<file path="src/rtl/inst_queue.sv">
// Fetch-to-decode instruction queue: first-word-fall-through FIFO of {pc, inst}
// pairs with early fetch back-pressure, flush, and a sticky overflow flag.
module inst_queue #(
  parameter int unsigned ADDR   = 32,
  parameter int unsigned INST   = 32,
  parameter int unsigned DEPTH  = 4,
  parameter int unsigned MARGIN = 1
) (
  input  logic            clk,
  input  logic            reset_,
  input  logic            flush,
  input  logic            in_e_,
  input  logic [ADDR-1:0] in_pc,
  input  logic [INST-1:0] in_inst,
  output logic            fetch_stall,
  input  logic            dec_stall,
  output logic            out_e_,
  output logic [ADDR-1:0] out_pc,
  output logic [INST-1:0] out_inst,
  output logic            overflow
);

  localparam int unsigned PW = (DEPTH > 1) ? $clog2(DEPTH) : 1;
  localparam int unsigned CW = PW + 1;
  localparam int unsigned EW = ADDR + INST;

  logic [EW-1:0] mem [DEPTH];
  logic [PW-1:0] wr_ptr;
  logic [PW-1:0] rd_ptr;
  logic [CW-1:0] count;
  logic          full;
  logic          pop;
  logic          push;
  logic          drop;

  // Handshake decode; flush masks the head so nothing is consumed that cycle
  always_comb begin
    full        = (count == CW'(DEPTH));
    out_e_      = (count == '0) | flush;
    pop         = ~out_e_ & ~dec_stall;
    push        = ~in_e_ & ~flush & (~full | pop);
    drop        = ~in_e_ & ~flush & full & ~pop;
    fetch_stall = (CW'(DEPTH) - count) <= CW'(MARGIN);
    {out_pc, out_inst} = mem[rd_ptr];
  end

  always_ff @(posedge clk or negedge reset_) begin
    if (!reset_) begin
      wr_ptr   <= '0;
      rd_ptr   <= '0;
      count    <= '0;
      overflow <= 1'b0;
      for (int i = 0; i < int'(DEPTH); i++) mem[i] <= '0;
    end else begin
      if (flush) begin
        wr_ptr <= '0;
        rd_ptr <= '0;
        count  <= '0;
      end else begin
        if (push) begin
          mem[wr_ptr] <= {in_pc, in_inst};
          wr_ptr      <= wr_ptr + PW'(1);
        end
        if (pop) rd_ptr <= rd_ptr + PW'(1);
        count <= count + CW'(push) - CW'(pop);
      end
      // Sticky until reset: a dropped word is a fetch protocol violation
      if (drop) overflow <= 1'b1;
    end
  end

endmodule

</file>
<file path="config.mk">
export PLATFORM = sky130hd
export DESIGN_NAME = inst_queue
export DESIGN_NICKNAME = d
export VERILOG_FILES = /design/src/rtl/inst_queue.sv
export SDC_FILE = /design/constraint.sdc
export NUM_CORES = 1
export LEC_CHECK = 0
export ABC_AREA = 1
export CAP_MARGIN = 10
export CORE_ASPECT_RATIO = 2
export CORE_MARGIN = 1.5
export CORE_UTILIZATION = 50
export DETAILED_ROUTE_END_ITERATION = 10
export PLACE_DENSITY = 0.72
export SLEW_MARGIN = 20
export SYNTH_ARGS = -nofsm -noshare
export SYNTH_HDL_FRONTEND = slang
export SYNTH_SLANG_ARGS = --single-unit
</file>
<file path="constraint.sdc">
create_clock -name clk -period 5.7 [get_ports clk]
set_clock_uncertainty 0.1 [all_clocks]
set_input_delay 1.14 -clock clk [delete_from_list [all_inputs] [get_ports clk]]
set_output_delay 1.14 -clock clk [all_outputs]
set_load 0.03 [all_outputs]
</file>
==> impl_results.md, run 1 <==
- Post-Synth Adder-Cell Area: 1.109%
- Reg2reg start: count[1]
- Post-Place Cells: 1,901
- Flop pwr share: 35.7%
- Total number of vias: 11,810
- Peak VDD IR: 0.3669 mV
- Synth Area in Simple Gates: 32.10%
- NumNets Final: 1,668
- Achievable clock frequency: 221.1 MHz
- DRC: 0
- Post-CTS setup buffer count: 0
- Placement Cell Area: 14,030 µm²
- Fin crit period: 4.523 ns
- Slew margin rel.: 30.01%
- Final Setup Violations: 0
- Hpwl dp: 20,350 µm
- Via density: 6.070
- Die ar.: 27,220 µm²
- Layout cell share with drive strength beyond 1: 4.673%
- Power density over cell area: 595.2 nW/µm²
- Initial Util: 51.03%
- Worst-Margin Slew: 1.050 ns
- Yosys Warn Count: 0
- DIE WIDTH: 117.4 µm
- Compound-Gate Fraction of Synth Area: 8.172%
- WP data required: 4.46 ns
- GRT Total Usage: 28.21%
- Mapped Nets: 1,641
- Mapped Cells: 1,561
- Drt wl/cell: 19.78 µm
- Clock share of power: 19.6%
- Final instance area: 14,880 µm²
- CTS resizes: 0
- Layout Cells excl Fill: 1,946
- Critical path class: flip-flop to primary output
- Total grt overflow: 0
- Critical Path Start Type: flip-flop
- # clock sinks: 264
- Number of DRC markers in iteration 0: 1,152
- Antenna Nets Post-Route: 0
- Layout area overhead: 13.69%
- Worst setup path startpoint: rd_ptr[0]
- Fill count: 2,346
- RSZ-0062 raised after global routing: no
- GPL Wtd Cong: 0.8210
- Post-synthesis xor/xnor area fraction: 0.06691%
- Cts-stage hold buffer count: 0
- CTS Root Cell: clkbuf_16
- Largest family of logic cells by synthesized area: simple AND/OR/NAND/NOR gates
- Max-cap viol count: 0
- Die Span Y: 231.8 µm
- # port buffers: 135
- TritonRoute pass-1 iters: 5
- Setup TNS: 0 ns
- Vias in the first global route: 11,840
- Sw power: 3.766 mW
- Lkg Pwr: 7.341 nW
- Max Slew Vio Count: 0
- Logic gate share of total power: 44.7%
- Hold_sp: mem[154]
- Switching fraction of total power: 42.52%
- CP max stage delay: 0.75 ns
- Distinct cell type count after synthesis: 27
- Pint: 5.092 mW
- Clk pin slew, worst setup/hold paths: 0.06 ns
- Status: finished, final reports clean
- Max clock buf depth: 3
- CP max-delay cell: clkdlybuf4s50_1
- Final period util: 79.36%
- CTS tree: done
- Global-route wire length before repair: 62,160 µm
- Register bit total from synthesis: 264
- Clk_lat worst skew: 0.54 ns
- Min-delay worst type: flip-flop to flip-flop
- Critical Path Sink Type: primary output
- Initial antenna violation count: 1
- Seq/Total Area, Yosys: 50.47%
- Total wire length: 38,500 µm
- Site Rows: 83
- Core ar.: 25,650 µm²
- Worst EP arrival: 3.28 ns
- # H-tree levels: 1
- Pin count of the biggest net entering global routing: 184
- CP cell instances: clkinv_2 -> buf_4 -> o21ai_0 -> o22ai_1 -> clkdlybuf4s50_1
- Max FO, Critical Path: 67
- Final Hold Viols: 0
- Cell area after synthesis: 13,090 µm²
- Avg Cell Area, Syn: 8.386 µm²
- Mux cell area share after synthesis: 0%
- I/O Pins: 136
- Total CTS buffers: 25
==> cells in the mapped netlist <==
cell,instances,share of area [%]
nand3_1,3,0.11
buf_6,46,4.0
clkbuf_1,50,1.4
ha_1,10,0.96
nand2_1,524,15
nor2_1,133,3.8
buf_4,3,0.17
nand4_1,256,12
nand2_4,1,0.086
buf_1,10,0.29
nor2_2,1,0.048
nor2_4,1,0.086
a31o_2,1,0.067
o21ai_0,125,4.8
o21a_1,1,0.057
buf_8,3,0.34
inv_2,2,0.057
a21boi_1,1,0.057
o22ai_1,64,3.1
o21ai_1,4,0.15
fa_1,1,0.15
nand3_4,4,0.54
dfrtp_1,264,50
xor2_1,1,0.067
buf_2,39,1.5
inv_1,12,0.34
nand2_8,1,0.15
==> power groups by stage <==
| stage | Combinational (mW) | Clock, mW | Sequential [mW] |
|---|---|---|---|
| after CTS | 3.96 | 1.75 | 3.16 |
| after global placement | 3.90 | 0 | 3.16 |
| after global routing | 4.32 | 1.82 | 3.27 |
| after detailed placement | 3.95 | 0 | 3.18 |
| final | 3.96 | 1.74 | 3.16 |
| after floorplan | 2.68 | 0 | 3.05 |
==> kinds of logic (layout without fill, tap and decap cells) <==
group,Yosys count,in the layout
adder cells (fa/ha/maj),11,11
buffers and inverters,165,209
AO/OA/AOI/OAI,196,196
flip-flops,264,264
other,0,1
AND/OR/NAND/NOR,924,924
XOR/XNOR,1,1
==> final cells by class <==
cell class	instances	area, µm²	share of cell area (%)
antenna	1	2.502	0.01682
clock buffer	38	764.5	5.137
clock inverter	6	82.58	0.5549
inverter	14	53.80	0.3615
multi-input combinational	1132	5440	36.56
sequential	264	6611	44.43
tap	340	425.4	2.859
timing repair buffer	151	1501	10.09
==> through the flow <==
step | setup WS (ns) | hold WS, ns | power [mW] | util [%]
floorplan | 2.832 | 0.3366 | 5.734 | -
global placement | 1.775 | 0.3478 | 7.056 | 54.70
detailed placement | 1.770 | 0.3530 | 7.127 | 54.70
CTS | 1.189 | 0.3683 | 8.872 | 58.01
global route | 1.042 | 0.3772 | 9.410 | 58.02
finish | 1.177 | 0.3646 | 8.858 | 58.02
==> flip-flops by register name (all words and copies together) (netlist names) <==
| register | cells |
|---|---|
| overflow | 1 |
| count | 3 |
| rd_ptr | 2 |
| wr_ptr | 2 |
| mem | 256 |
==> worst max-delay path, delay by kind of cell, from the launching register on <==
family / cells / cell delay [ns]
buffers and inverters: 3 / 1.62
AOI/OAI and AO/OA: 2 / 0.52
DFF: 1 / 0.56
==> cell usage in the layout (no fill, tap or decap) <==
| cell | count |
|---|---|
| nand2_1 | 524 |
| dfrtp_1 | 262 |
| nand4_1 | 256 |
| clkdlybuf4s50_1 | 134 |
| nor2_1 | 133 |
| o21ai_0 | 125 |
| o22ai_1 | 64 |
| clkbuf_16 | 25 |
| buf_4 | 14 |
| inv_1 | 11 |
| clkbuf_8 | 9 |
| ha_1 | 6 |
| nand3_4 | 4 |
| clkinv_2 | 4 |
| o21ai_1 | 4 |
| ha_2 | 4 |
| clkbuf_1 | 4 |
| nand3_1 | 3 |
| nor2_4 | 2 |
| inv_2 | 2 |
| bufinv_16 | 2 |
| buf_12 | 2 |
| diode_2 | 1 |
| a21boi_1 | 1 |
| a31o_2 | 1 |
| nand2_4 | 1 |
| nand2_8 | 1 |
| o21a_1 | 1 |
| xor2_1 | 1 |
| fa_1 | 1 |
| clkinvlp_4 | 1 |
| buf_8 | 1 |
| dfrtp_4 | 1 |
| dfrtp_2 | 1 |
==> per-layer routing <==
| metal | global-route usage, % | vias up | wire, µm |
|---|---|---|---|
| met5 | 0 | - | 0 |
| met4 | 14.74 | 0 | 1778 |
| met3 | 3.217 | 102 | 1973 |
| met2 | 50.13 | 391 | 20110 |
| met1 | 33.52 | 5915 | 14640 |
| li1 | - | 5405 | - |
==> final timing paths <==
kind | end | slack (ns) | cells past startpoint
setup / recovery | out_pc[4] | 1.18 | 5
hold / removal | mem[154] | 0.36 | 2
setup reg to reg | mem[29] | 2.70 | 9
hold reg to reg | mem[154] | 0.36 | 2
max in group asynchronous | mem[180] | 3.70 | 2
min in group asynchronous | mem[252] | 0.54 | 1
(Power assumes the default switching activity.)
==> run 2, diff against run 1 <==
--- a/config.mk
+++ b/config.mk
@@ -11,7 +11,7 @@
 export CORE_MARGIN = 1.5
 export CORE_UTILIZATION = 50
 export DETAILED_ROUTE_END_ITERATION = 10
-export PLACE_DENSITY = 0.72
+export PLACE_DENSITY = 0.74
 export SLEW_MARGIN = 20
 export SYNTH_ARGS = -nofsm -noshare
 export SYNTH_HDL_FRONTEND = slang
==> constraint.sdc (replaced) <==
create_clock -name clk -period 3.85 [get_ports clk]
set_clock_uncertainty 0.1 [all_clocks]
set_input_delay 0.77 -clock clk [delete_from_list [all_inputs] [get_ports clk]]
set_output_delay 0.77 -clock clk [all_outputs]
set_load 0.03 [all_outputs]
==> run 2 against run 1 <==
Register-to-register slack worse by 1.7 ns; die area unchanged; count of clock-buffer cells in the layout down 5; cell area up 0.48%; clock power up 35%; via count up 0.67%; non-clock buffer count up 7; cell count up 0.21%; critical endpoint is now out_pc[8].
==> impl_results.md, run 2 (same netlist as run 1, synthesis figures left out) <==
- Global-route wire length before repair: 61,070 µm (-1.8%)
- Antenna Nets Post-Route: 0 (unchanged)
- Max-cap viol count: 0 (unchanged)
- Worst EP arrival: 2.81 ns (-0.47 ns)
- Worst-Margin Slew: 0.9366 ns (-0.1132 ns)
- Clk_lat worst skew: 0.53 ns (about the same)
- NumNets Final: 1,673 (+0.30%)
- Placement Cell Area: 14,200 µm² (+1.2%)
- Pre-CTS setup slack: 0.6216 ns (-1.148 ns)
- Cts-stage hold buffer count: 0 (unchanged)
- Power Total: 12.91 mW (+46%)
- Clk pin slew, worst setup/hold paths: 0.07 ns (about the same)
- Initial antenna violation count: 1 (unchanged)
- DRC: 0 (unchanged)
- CP max stage delay: 0.74 ns (about the same)
- Layout area overhead: 14.23%
- Max Slew Vio Count: 0 (unchanged)
- WP data required: 2.98 ns (-1.48 ns)
- Die ar.: 27,220 µm² (unchanged)
- Total grt overflow: 0 (unchanged)
- Critical Path Start Type: flip-flop
- CTS tree: done
- Site Rows: 83 (unchanged)
- Post-Place Cells: 1,908 (+0.37%)
- Biggest register: mem
- Setup TNS: 0 ns (unchanged)
- Total CTS buffers: 23 (-8.0%)
- Achievable clock frequency: 271.5 MHz
- Number of DRC markers in iteration 0: 1,074 (-6.8%)
- Drt wl/cell: 19.30 µm (-2.5%)
- Lkg Pwr: 7.377 nW (+0.49%)
- Post-CTS setup buffer count: 0 (unchanged)
- Max clock buf depth: 3 (unchanged)
- Final instance area: 14,950 µm² (+0.48%)
- GRT Total Usage: 27.51% (-0.70 points)
- Final Setup Violations: 0 (unchanged)
- # H-tree levels: 1 (unchanged)
- Power density over cell area: 863.4 nW/µm² (+45%)
- CP max-delay cell: clkdlybuf4s50_1
- TritonRoute pass-1 iters: 5 (unchanged)
- GPL Wtd Cong: 0.7823 (-4.7%)
- # clock sinks: 264 (unchanged)
- I/O Pins: 136 (unchanged)
- Min-delay worst type: primary input to asynchronous set/reset pin
- Die Span Y: 231.8 µm (unchanged)
- Top flop regs: mem x256, count x3
- CTS resizes: 0 (unchanged)
- Slew margin rel.: 37.56% (+7.5 points)
- Vias in the first global route: 11,740 (-0.81%)
- CTS Root Cell: clkbuf_16
- Final period util: 95.68%
- Total number of vias: 11,890 (+0.67%)
- Total wire length: 37,630 µm (-2.3%)
- Status: finished, final reports clean
- DIE WIDTH: 117.4 µm (unchanged)
- CP cell instances: buf_12 -> o21ai_0 -> o22ai_1 -> clkdlybuf4s50_1
- Max FO, Critical Path: 129 (+93%)
- Critical path class: flip-flop to primary output
- Layout Cells excl Fill: 1,950 (+0.21%)
- Final Hold Viols: 0 (unchanged)
- Setup WS post-layout: 0.1665 ns (-1.010 ns)
- Pin count of the biggest net entering global routing: 198 (+7.6%)
- Fin crit period: 3.684 ns
- Via density: 6.098 (+0.46%)
- Most frequent cells in the layout: nand2_1, dfrtp_1, nand4_1
- Peak VDD IR: 0.5295 mV (+44%)
- Core ar.: 25,650 µm² (unchanged)
- # port buffers: 135 (unchanged)
- Critical Path Sink Type: primary output
- Hpwl dp: 20,300 µm (-0.26%)
- Most common cell after layout, fill and taps aside: nand2_1
- Layout cell share with drive strength beyond 1: 4.972% (+0.30 points)
- Initial Util: 51.03% (unchanged)
- RSZ-0062 raised after global routing: no
- Largest register FFs: 256 (unchanged)
-- run 2: cell count changes in the layout (fill, tap and decap cells not counted), sizes merged --
cell | before | now
buf | 17 | 24
bufinv | 2 | 1
clkbuf | 38 | 33
clkinv | 4 | 6
clkinvlp | 1 | 2
-- run 2: per-stage QoR --
step | hold WS, ns | utilization [%]
after global placement | 0.3482 | 55.35
after detailed placement | 0.3529 | 55.35
after global routing | 0.07298 | 58.29
final | 0.05559 | 58.29
after CTS | 0.05498 | 58.29
after floorplan | 0.3366 | -
-- run 2: worst max-delay path, delay by kind of cell, from the launching register on --
family	cells	cell delay, ns
DFF	1	0.43
AOI/OAI and AO/OA	2	0.55
buffers and inverters	2	1.15
-- run 2: area by class of cell --
type	instances	area, µm²
Inverter	14	53.80
Tap cell	340	425.4
Clock inverter	8	70.07
Timing Repair Buffer	158	1667
Antenna cell	1	2.502
Fill cell	2297	10700
Clock buffer	33	683.2
Multi-Input combinational cell	1132	5440
Sequential cell	264	6611
-- run 2: layer usage --
layer  vias to the layer above  share of wire (%)  wire length, µm  global-route usage (%)
met5                         -                  0                0                       0
met4                         0                3.8             1438                   14.58
met3                        87                6.2             2342                   2.579
met2                       535                 52            19520                   48.58
met1                      5843                 38            14330                   33.24
li1                       5427                  -                -                       -
-- run 2: power by group --
part	total, mW	switching [mW]	internal, mW	leakage [nW]
Clock	2.35	1.05	1.30	0.371
Combinational	5.91	3.82	2.09	3.62
Sequential	4.65	0.648	4.00	3.39
-- run 2: worst paths after layout --
path / startpoint / to / slack, ns / depth (start not counted)
setup / recovery: rd_ptr[0] / out_pc[8] / 0.17 / 4
max in group asynchronous: reset_ / mem[170] / 2.67 / 2
hold / removal: reset_ / overflow / 0.06 / 1
min in group clk: mem[128] / mem[128] / 0.37 / 2
hold reg to reg: mem[128] / mem[128] / 0.37 / 2
setup reg to reg: count[1] / count[2] / 1.03 / 15
